--- src/rtl/mult_seq_ctrl.sv ---
`timescale 1ns/1ps
`default_nettype none
// ============================================================================
// Module   : mult_seq_ctrl
// Purpose  : Multi-cycle MULT/MULTU sequencer that owns the architectural
//            HI/LO registers. An iterative shift-add engine retires
//            BITS_PER_CYCLE multiplier bits per clock. It stalls the core
//            when a HI/LO access collides with an in-flight multiply.
// Ports    : clk, rst_n (async, active low)
//            start, unsigned_instr, op1, op2  - multiply issue
//            acc_instr                        - MADD/MADDU (optional)
//            mthi, mtlo, wr_data              - HI/LO writes
//            mf_req                           - MFHI/MFLO issued this cycle
//            hi, lo                           - architectural registers
//            busy, done, stall                - status to the core
// Options  : define MULT_SEQ_ACC_EN to add acc_instr (multiply-accumulate)
// Revision : 1.0 - initial release
// ============================================================================
module mult_seq_ctrl #(
  parameter int BITS_PER_CYCLE = 1   // legal: 1, 2, 4, 8
) (
  input  logic        clk,
  input  logic        rst_n,
  input  logic        start,
`ifdef MULT_SEQ_ACC_EN
  input  logic        acc_instr,
`endif
  input  logic        unsigned_instr,
  input  logic [31:0] op1,
  input  logic [31:0] op2,
  input  logic        mthi,
  input  logic        mtlo,
  input  logic [31:0] wr_data,
  input  logic        mf_req,
  output logic [31:0] hi,
  output logic [31:0] lo,
  output logic        busy,
  output logic        done,
  output logic        stall
);

  localparam int B = BITS_PER_CYCLE;
  localparam int N = 32 / B;
  localparam int W = 64 + B;   // product width plus guard bits

  localparam logic [1:0] ST_IDLE = 2'd0;
  localparam logic [1:0] ST_RUN  = 2'd1;
  localparam logic [1:0] ST_SIGN = 2'd2;

  localparam logic [4:0] CNT_LOAD = 5'(N - 1);

  logic [1:0]    state;
  logic [4:0]    cnt;
  logic [31:0]   mcand;
  logic [31:0]   mplier;
  logic [W-1:0]  acc;
  logic          neg_flag;
`ifdef MULT_SEQ_ACC_EN
  logic          acc_flag;
`endif

  logic [31:0]   mag1;
  logic [31:0]   mag2;
  logic [31+B:0] partial;
  logic [31+B:0] sum_hi;
  logic [W-1:0]  acc_next;
  logic [63:0]   prod;
  logic [63:0]   result;
  logic [63:0]   wb_val;

  // Two's-complement magnitudes in signed mode; 0x80000000 maps to itself,
  // which is the correct unsigned magnitude.
  assign mag1 = (!unsigned_instr && op1[31]) ? (32'd0 - op1) : op1;
  assign mag2 = (!unsigned_instr && op2[31]) ? (32'd0 - op2) : op2;

  // Partial product of the multiplicand with the low B multiplier bits.
  assign partial = {{B{1'b0}}, mcand} * {{32{1'b0}}, mplier[B-1:0]};

  // Before each shift the running sum is below 2^(64+B), so the upper
  // 32+B bits absorb the addition without losing a carry.
  assign sum_hi   = acc[W-1:32] + partial;
  assign acc_next = {sum_hi, acc[31:0]} >> B;

  assign prod   = acc[63:0];
  assign result = neg_flag ? (64'd0 - prod) : prod;

`ifdef MULT_SEQ_ACC_EN
  assign wb_val = acc_flag ? ({hi, lo} + result) : result;
`else
  assign wb_val = result;
`endif

  assign busy  = (state != ST_IDLE);
  assign stall = busy & (start | mthi | mtlo | mf_req);

  always_ff @(posedge clk or negedge rst_n) begin
    if (!rst_n) begin
      state    <= ST_IDLE;
      cnt      <= '0;
      mcand    <= '0;
      mplier   <= '0;
      acc      <= '0;
      neg_flag <= 1'b0;
`ifdef MULT_SEQ_ACC_EN
      acc_flag <= 1'b0;
`endif
      hi       <= '0;
      lo       <= '0;
      done     <= 1'b0;
    end else begin
      done <= (state == ST_SIGN);
      case (state)
        ST_IDLE: begin
          if (start) begin
            // start takes priority over a same-cycle MTHI/MTLO
            mcand    <= mag1;
            mplier   <= mag2;
            neg_flag <= ~unsigned_instr & (op1[31] ^ op2[31]);
`ifdef MULT_SEQ_ACC_EN
            acc_flag <= acc_instr;
`endif
            acc      <= '0;
            cnt      <= CNT_LOAD;
            state    <= ST_RUN;
          end else begin
            if (mthi) hi <= wr_data;
            if (mtlo) lo <= wr_data;
          end
        end
        ST_RUN: begin
          acc    <= acc_next;
          mplier <= mplier >> B;
          if (cnt == 5'd0) begin
            state <= ST_SIGN;
          end else begin
            cnt <= cnt - 5'd1;
          end
        end
        ST_SIGN: begin
          {hi, lo} <= wb_val;
          state    <= ST_IDLE;
        end
        default: begin
          state <= ST_IDLE;
        end
      endcase
    end
  end

endmodule
`default_nettype wire

--- config.mk ---
export PLATFORM = sky130hd
export DESIGN_NAME = mult_seq_ctrl
export DESIGN_NICKNAME = d
export VERILOG_FILES = /design/src/rtl/mult_seq_ctrl.sv
export SDC_FILE = /design/constraint.sdc
export NUM_CORES = 1
export LEC_CHECK = 0
export CORE_MARGIN = 2
export CORE_UTILIZATION = 30
export CTS_BUF_LIST = sky130_fd_sc_hd__clkbuf_8
export CTS_CLUSTER_DIAMETER = 40
export CTS_CLUSTER_SIZE = 8
export DETAILED_ROUTE_END_ITERATION = 12
export SETUP_SLACK_MARGIN = 0.4
export SLEW_MARGIN = 20
export SYNTH_ARGS = -nofsm -noshare
export SYNTH_HDL_FRONTEND = slang
export SYNTH_SLANG_ARGS = --single-unit
--- constraint.sdc ---
create_clock -name clk -period 4.9 [get_ports clk]
set_clock_uncertainty 0.2 [all_clocks]
set_input_delay 0.98 -clock clk [delete_from_list [all_inputs] [get_ports clk]]
set_output_delay 0.98 -clock clk [all_outputs]
set_load 0.01 [all_outputs]
==> results of run 1 <==
[worst max-delay path, stage by stage]
cell,delay (ps)
clkdlybuf4s50_1,540
nor4_1,330
nor2_1,70
clkdlybuf4s50_1,520
[sequential cells by signal, indices dropped and copies added, names as in the netlist]
register  cells
acc          64
cnt           5
done          1
hi           32
lo           32
mcand        32
mplier       32
neg_flag      1
state         2
[power by group through the flow]
stage	clock network [mW]	logic, mW	registers [mW]
after floorplan	0	3.23	3.03
after global placement	0	4.79	3.22
after detailed placement	0	4.84	3.24
after CTS	1.63	4.87	3.21
after global routing	1.71	5.50	3.29
final	1.58	4.92	3.18
[routing by layer]
| metal | GRT usage, % | routed length [um] |
|---|---|---|
| met5 | 0 | 0 |
| met4 | 3.93 | 569 |
| met3 | 2.32 | 1930 |
| met2 | 25.8 | 16400 |
| met1 | 24.4 | 18400 |
[cell usage after synthesis (all sizes together), types with 32 or more instances]
cell	number
a211oi	48
a21oi	114
and2	42
clkbuf	81
dfrtp	201
ha	37
nand2	198
nand3	32
nor2	59
nor2b	51
o21ai	192
xnor2	68
xor2	76
[metrics by stage]
stage                     cell area [um2]  hold WS, ps  worst slack, ps  power (mW)
after detailed placement            15000          263             1030        8.09
after CTS                           15700          276             1340        9.72
after floorplan                     12900          242             1750        6.26
final                               15800          270             1270        9.68
after global routing                15800          303             1150        10.5
after global placement              15000          254             1080        8.01
[worst max path at each step]
| stage | from | end | slack [ps] |
|---|---|---|---|
| 4_1_cts | start | stall | 1340 |
| 6_report | start | stall | 1270 |
| 3_5_place_dp | op2[4] | mplier[28] | 1030 |
| 2_1_floorplan | op2[6] | mplier[28] | 1750 |
| 5_1_grt | mplier[0] | acc[43] | 1150 |
| 3_3_place_gp | op2[4] | mplier[28] | 1080 |
[kinds of logic (layout without fill, tap and decap cells)]
| group | Yosys count | count (layout) | share of synthesized area (%) |
|---|---|---|---|
| multiplexers | 21 | 21 | 1.64 |
| flip-flops | 201 | 201 | 39.0 |
| buffers and inverters | 122 | 271 | 3.86 |
| XOR/XNOR | 144 | 144 | 9.78 |
| adder cells (fa/ha/maj) | 38 | 38 | 3.75 |
| AND/OR/NAND/NOR | 502 | 502 | 19.5 |
| AO/OA/AOI/OAI | 476 | 476 | 22.4 |
[cell type report]
class | instances | area [um2]
Fill cell | 4279 | 26400
Multi-Input combinational cell | 1181 | 7400
Sequential cell | 201 | 5030
Timing Repair Buffer | 182 | 1830
Tap cell | 539 | 674
Clock buffer | 42 | 578
Clock inverter | 18 | 130
Inverter | 29 | 110
==> metrics.md, run 1 <==
| Metric | Value |
|---|---|
| Count of cells along the worst register-to-register path | `11` |
| Largest net degree at the start of global routing | `113` |
| Clock Path Buffers | `3` |
| Share of layout cells above drive strength 1 | `6.11%` |
| Leak | `6.18 nW` |
| Max-Cap Viols | `0` |
| Outcome | `finished, final reports clean` |
| Vias after detailed routing | `11.4k` |
| Post-route ant nets | `0` |
| Post-Layout Cell Count | `2,192` |
| CTS Buf Count | `37` |
| Reg2reg start | `mplier[0]` |
| Top cell type's share of synthesized area | `39.0%` |
| Slew HR | `33.7%` |
| Gr usage total | `16.6%` |
| Clk pin slew, worst setup/hold paths | `50 ps` |
| Worst-Margin Slew | `995 ps` |
| Switch share | `44.1%` |
| PwrDens | `614 nW/um2` |
| Async SR Flop Fraction | `100%` |
| Synth Instances | `1,504` |
| #FFs+latches synth | `201` |
| Mean area per synthesized cell | `8.57 um2` |
| Via-per-instance ratio | `5.21` |
| Cell Area, Synth | `12,900 um2` |
| Vias in the first global route | `11.0k` |
| Dpl hpwl | `27,300 um` |
| RSZ-0062 raised after global routing | `no` |
| Unique masters post-synth | `66` |
| Worst-Skew Late Latency | `560 ps` |
| NetSw | `4.27 mW` |
| Port Buffers | `169` |
| Max-slew violation count | `0` |
| # IOs | `170` |
| Diodes inserted | `0` |
| Grt total ovfl | `0` |
| Pint | `5.41 mW` |
| DIE WIDTH | `211 um` |
| R2R Setup Slk | `1370 ps` |
| Tcrit/Tclk final | `74.0%` |
| Syn nets | `1,645` |
| Routed len/inst | `17.0 um` |
| Nature of the critical path endpoint | `output port` |
| Maximum vdd drop | `0.210 mV` |
| CTS tree | `done` |
| Top cells by area, synth | `dfrtp_1 (39%), o21ai_0 (7.5%), nand2_1 (5.8%), xor2_1 (5.2%), xnor2_1 (4.6%)` |
| Initial DRC Count | `939` |
| # clock sinks | `201` |
| Worst Hold Launch | `mcand[27]` |
| Clock power share | `16.3%` |
| Nets | `1,773` |
| Finish-stage setup viols | `0` |
| Final RePlAce weighted congestion | `0.873` |
| Crit path required time | `3720 ps` |
| FMAX | `0.276 GHz` |
| Area leader, netlist | `dfrtp_1` |
| CTS H-tree depth | `2` |
| Drt first pass iters | `5` |
| Finished Core Util | `37.4%` |
| Postcts setup bufs | `0` |
| Cts hold-fix bufs | `0` |
| Area delta synth->final | `22.2%` |
| WL final | `37,300 um` |
| Clk root buf | `clkbuf_8` |
| Setup TNS | `0 ps` |
| Main flop type after synthesis | `dfrtp_1` |
| Initial antenna violation count | `0` |
| FP Rows | `75` |
| Commonest non-fill, non-tap cell in the layout | `dfrtp_1` |
| Register area share after synthesis | `39.0%` |
| Die height | `211 um` |
| CP Class | `in -> out` |
| Worst min path class | `reg -> reg` |
| Worst reg2reg path endpoint | `acc[43]` |
| Flop pwr share | `32.9%` |
| # DRC | `0` |
| Number of flops mapped to enable cells by yosys | `0` |
| Hold Fails Final Rpt | `0` |
| Initial Util | `30.6%` |
| Die area | `44,600 um2` |
| Core ar. | `42,100 um2` |
| First-pass GRT wire length | `59,600 um` |
| Gate power share | `50.8%` |
| Placed Cells | `2,131` |
| Critical Path AT | `2450 ps` |
| Most frequent cells in the layout | `dfrtp_1 (200), nand2_1 (197), o21ai_0 (192), clkdlybuf4s50_1 (168), a21oi_1 (114)` |
| Minimum clock period | `3630 ps` |
| Worst hold stages | `2` |
| CP Launch Type | `primary input` |
| Cts repair resizes | `0` |
| Syn. warnings | `0` |
| Crit path max fanout | `4` |
| Hold Crit Endpoint | `mcand[27]` |
Power figures use the tool's default switching activity.
==> run 2: changes to the inputs <==
- clock period: 4.9 -> 3.45 ns (I/O delays scaled with it)
==> metrics.md, run 2 (synthesized netlist as in run 1, its figures left out) <==
| Metric | Value |
|---|---|
| Outcome | `finished, final reports clean` |
| Drt first pass iters | `5 (unchanged)` |
| Clock power share | `17.7% (+1.4 points)` |
| Met1 Use GR | `24.0% (-0.42 points)` |
| Initial antenna violation count | `1 (+1)` |
| Crit-path cells | `and2_1 -> ha_1 -> inv_1 -> fa_2 -> nor2b_2 -> o211ai_1 -> a31oi_2 -> a41oi_2 -> o21ai_1 -> or4b_2 -> o211ai_1` |
| CP Launch Type | `flop` |
| GR Layer Usage met2 | `26.6% (+0.82 points)` |
| Crit path required time | `3710 ps (about the same)` |
| Worst-Margin Slew | `1010 ps (+10.3 ps)` |
| Initial DRC Count | `952 (+1.4%)` |
| Clock Path Buffers | `3 (unchanged)` |
| Final RePlAce weighted congestion | `0.880 (+0.76%)` |
| Fill count | `4,176 (-2.4%)` |
| Maximum vdd drop | `0.253 mV (+21%)` |
| First-pass GRT wire length | `61,000 um (+2.3%)` |
| Buffers plus inverters on the worst setup path | `1 (-1)` |
| WL final | `38,100 um (+2.3%)` |
| Most frequent cells in the layout | `dfrtp_1 (200), nand2_1 (196), o21ai_0 (188), clkdlybuf4s50_1 (168), a21oi_1 (110)` |
| Hold Fails Final Rpt | `0 (unchanged)` |
| # IOs | `170 (unchanged)` |
| FP Rows | `75 (unchanged)` |
| CTS H-tree depth | `2 (unchanged)` |
| Commonest non-fill, non-tap cell in the layout | `dfrtp_1` |
| Gate power share | `51.1% (+0.3 points)` |
| Post-Layout Cell Count | `2,235 (+2.0%)` |
| Cell count along the critical path | `11 (+7)` |
| Clk pin slew, worst setup/hold paths | `60 ps (about the same)` |
| Gr usage total | `16.9% (+0.29 points)` |
| DIE WIDTH | `211 um (unchanged)` |
| FMAX | `0.335 GHz` |
| Max-Cap Viols | `0 (unchanged)` |
| Flop pwr share | `31.2% (-1.7 points)` |
| Port Buffers | `169 (unchanged)` |
| RSZ-0062 raised after global routing | `yes` |
| Slew HR | `33.0% (-0.69 points)` |
| Minimum clock period | `2980 ps` |
| Critical Path Max Stage Delay | `590 ps (+50 ps)` |
| Largest register FFs | `64 (unchanged)` |
| GRT busiest layer | `met2` |
| Clk root buf | `clkbuf_8` |
| Worst hold stages | `2 (unchanged)` |
| Count of cells along the worst register-to-register path | `11 (unchanged)` |
| Routed len/inst | `17.1 um (+0.37%)` |
| Tcrit/Tclk final | `86.5%` |
| Switch share | `43.1% (-0.95 points)` |
| Die area | `44,600 um2 (unchanged)` |
| CTS tree | `done` |
| Worst-Skew Late Latency | `550 ps (about the same)` |
| Largest net degree at the start of global routing | `82 (-27%)` |
| Via-per-instance ratio | `5.18 (-0.52%)` |
| Post-route ant nets | `0 (unchanged)` |
| Initial Util | `30.6% (unchanged)` |
| Worst min path class | `reg -> reg` |
| Vias after detailed routing | `11.6k (+1.4%)` |
| Nets | `1,816 (+2.4%)` |
| # DRC | `0 (unchanged)` |
| PwrDens | `884 nW/um2 (+44%)` |
| Die height | `211 um (unchanged)` |
| CP delay by family, top | `simple AND/OR/NAND/NOR gates` |
| Core ar. | `42,100 um2 (unchanged)` |
| CTS Buf Count | `38 (+2.7%)` |
| Pint | `8.23 mW (+52%)` |
| Max-slew violation count | `0 (unchanged)` |
| CP Class | `reg -> reg` |
| Vias in the first global route | `11.4k (+3.1%)` |
| Crit-path slowest cell | `or4b_2` |
| CP most frequent cell | `o211ai_1` |
| Finish-stage setup viols | `0 (unchanged)` |
| Share of layout cells above drive strength 1 | `9.73% (+3.6 points)` |
| Dpl hpwl | `28,800 um (+5.5%)` |
| Area delta synth->final | `27.0%` |
| Crit path max fanout | `3 (-1)` |
| Largest Register | `acc` |
| # clock sinks | `201 (unchanged)` |
| Leak | `6.48 nW (+4.8%)` |
| Setup TNS | `0 ps (unchanged)` |
| NetSw | `6.24 mW (+46%)` |
| Nature of the critical path endpoint | `flop` |
| Grt total ovfl | `0 (unchanged)` |
| Placed Cells | `2,169 (+1.8%)` |
| Critical Path AT | `3240 ps (+790 ps)` |
| Grt met3 use | `2.63% (+0.31 points)` |
run 2: cell types whose count changed in the layout (fill, tap and decap cells not counted), sizes merged:
cell         delta
buf            +41
bufinv          +4
clkbuf          +1
clkinvlp        -3
diode           +1
dlygate4sd3     +1
inv             -2
run 2: worst reg2reg max path, cell delays in order, from the launching register on:
cell and delay (ps):
dfrtp_1 340, and2_1 170, ha_1 170, inv_1 60, fa_2 360, nor2b_2 140, o211ai_1 170, a31oi_2 230
a41oi_2 190, o21ai_1 170, or4b_2 590, o211ai_1 110
run 2: path summary, 6_finish.rpt:
kind | endpoint | from | slack, ps
setup / recovery | acc[43] | mcand[0] | 470
hold / removal | mcand[21] | mcand[21] | 270
setup reg to reg | acc[43] | mcand[0] | 470
hold reg to reg | mcand[21] | mcand[21] | 270
max in group asynchronous | acc[36] | rst_n | 1650
min in group asynchronous | mplier[8] | rst_n | 540
run 2: area by class of cell:
| cell class | instances | area, um2 | share of cell area (%) |
|---|---|---|---|
| sequential | 201 | 5030 | 30.7 |
| clock buffer | 43 | 592 | 3.62 |
| timing repair buffer | 224 | 2190 | 13.4 |
| tap | 539 | 674 | 4.12 |
| antenna | 1 | 2.50 | 0.0153 |
| inverter | 29 | 110 | 0.673 |
| multi-input combinational | 1181 | 7540 | 46.1 |
| clock inverter | 17 | 228 | 1.39 |
run 2: routing by layer:
metal  vias up  share of wire, %
met5         -                 0
met4         0               2.1
met3        54               4.6
met2       269                45
met1      5524                49
li1       5734                 -
run 2: per-stage QoR:
stage | utilization [%] | setup WS (ps) | cell area (um2) | power (mW) | hold WS (ps)
detailed placement | 36.4 | 96.7 | 15400 | 11.7 | 267
finish | 38.8 | 467 | 16400 | 14.5 | 272
global route | 38.8 | 300 | 16400 | 15.6 | 295
global placement | 36.4 | 148 | 15400 | 11.6 | 256
CTS | 38.5 | 369 | 16200 | 14.4 | 283
floorplan | - | 404 | 12900 | 8.89 | 194
run 2: timing repair:
action                                  CTS  global route
resized for setup                         5            27
setup buffers                             1             3
pin swaps                                 1            10
hold buffers                              1             0
endpoints found under the setup margin    3            31
endpoints found under the hold margin    33             0
run 2: power by group through the flow:
stage               combinational [mW]  sequential, mW  clock [mW]
floorplan                         4.59            4.31           0
global placement                  7.08            4.49           0
detailed placement                7.18            4.52           0
CTS                               7.25            4.49        2.67
global route                      8.21            4.68        2.75
finish                            7.39            4.51        2.57
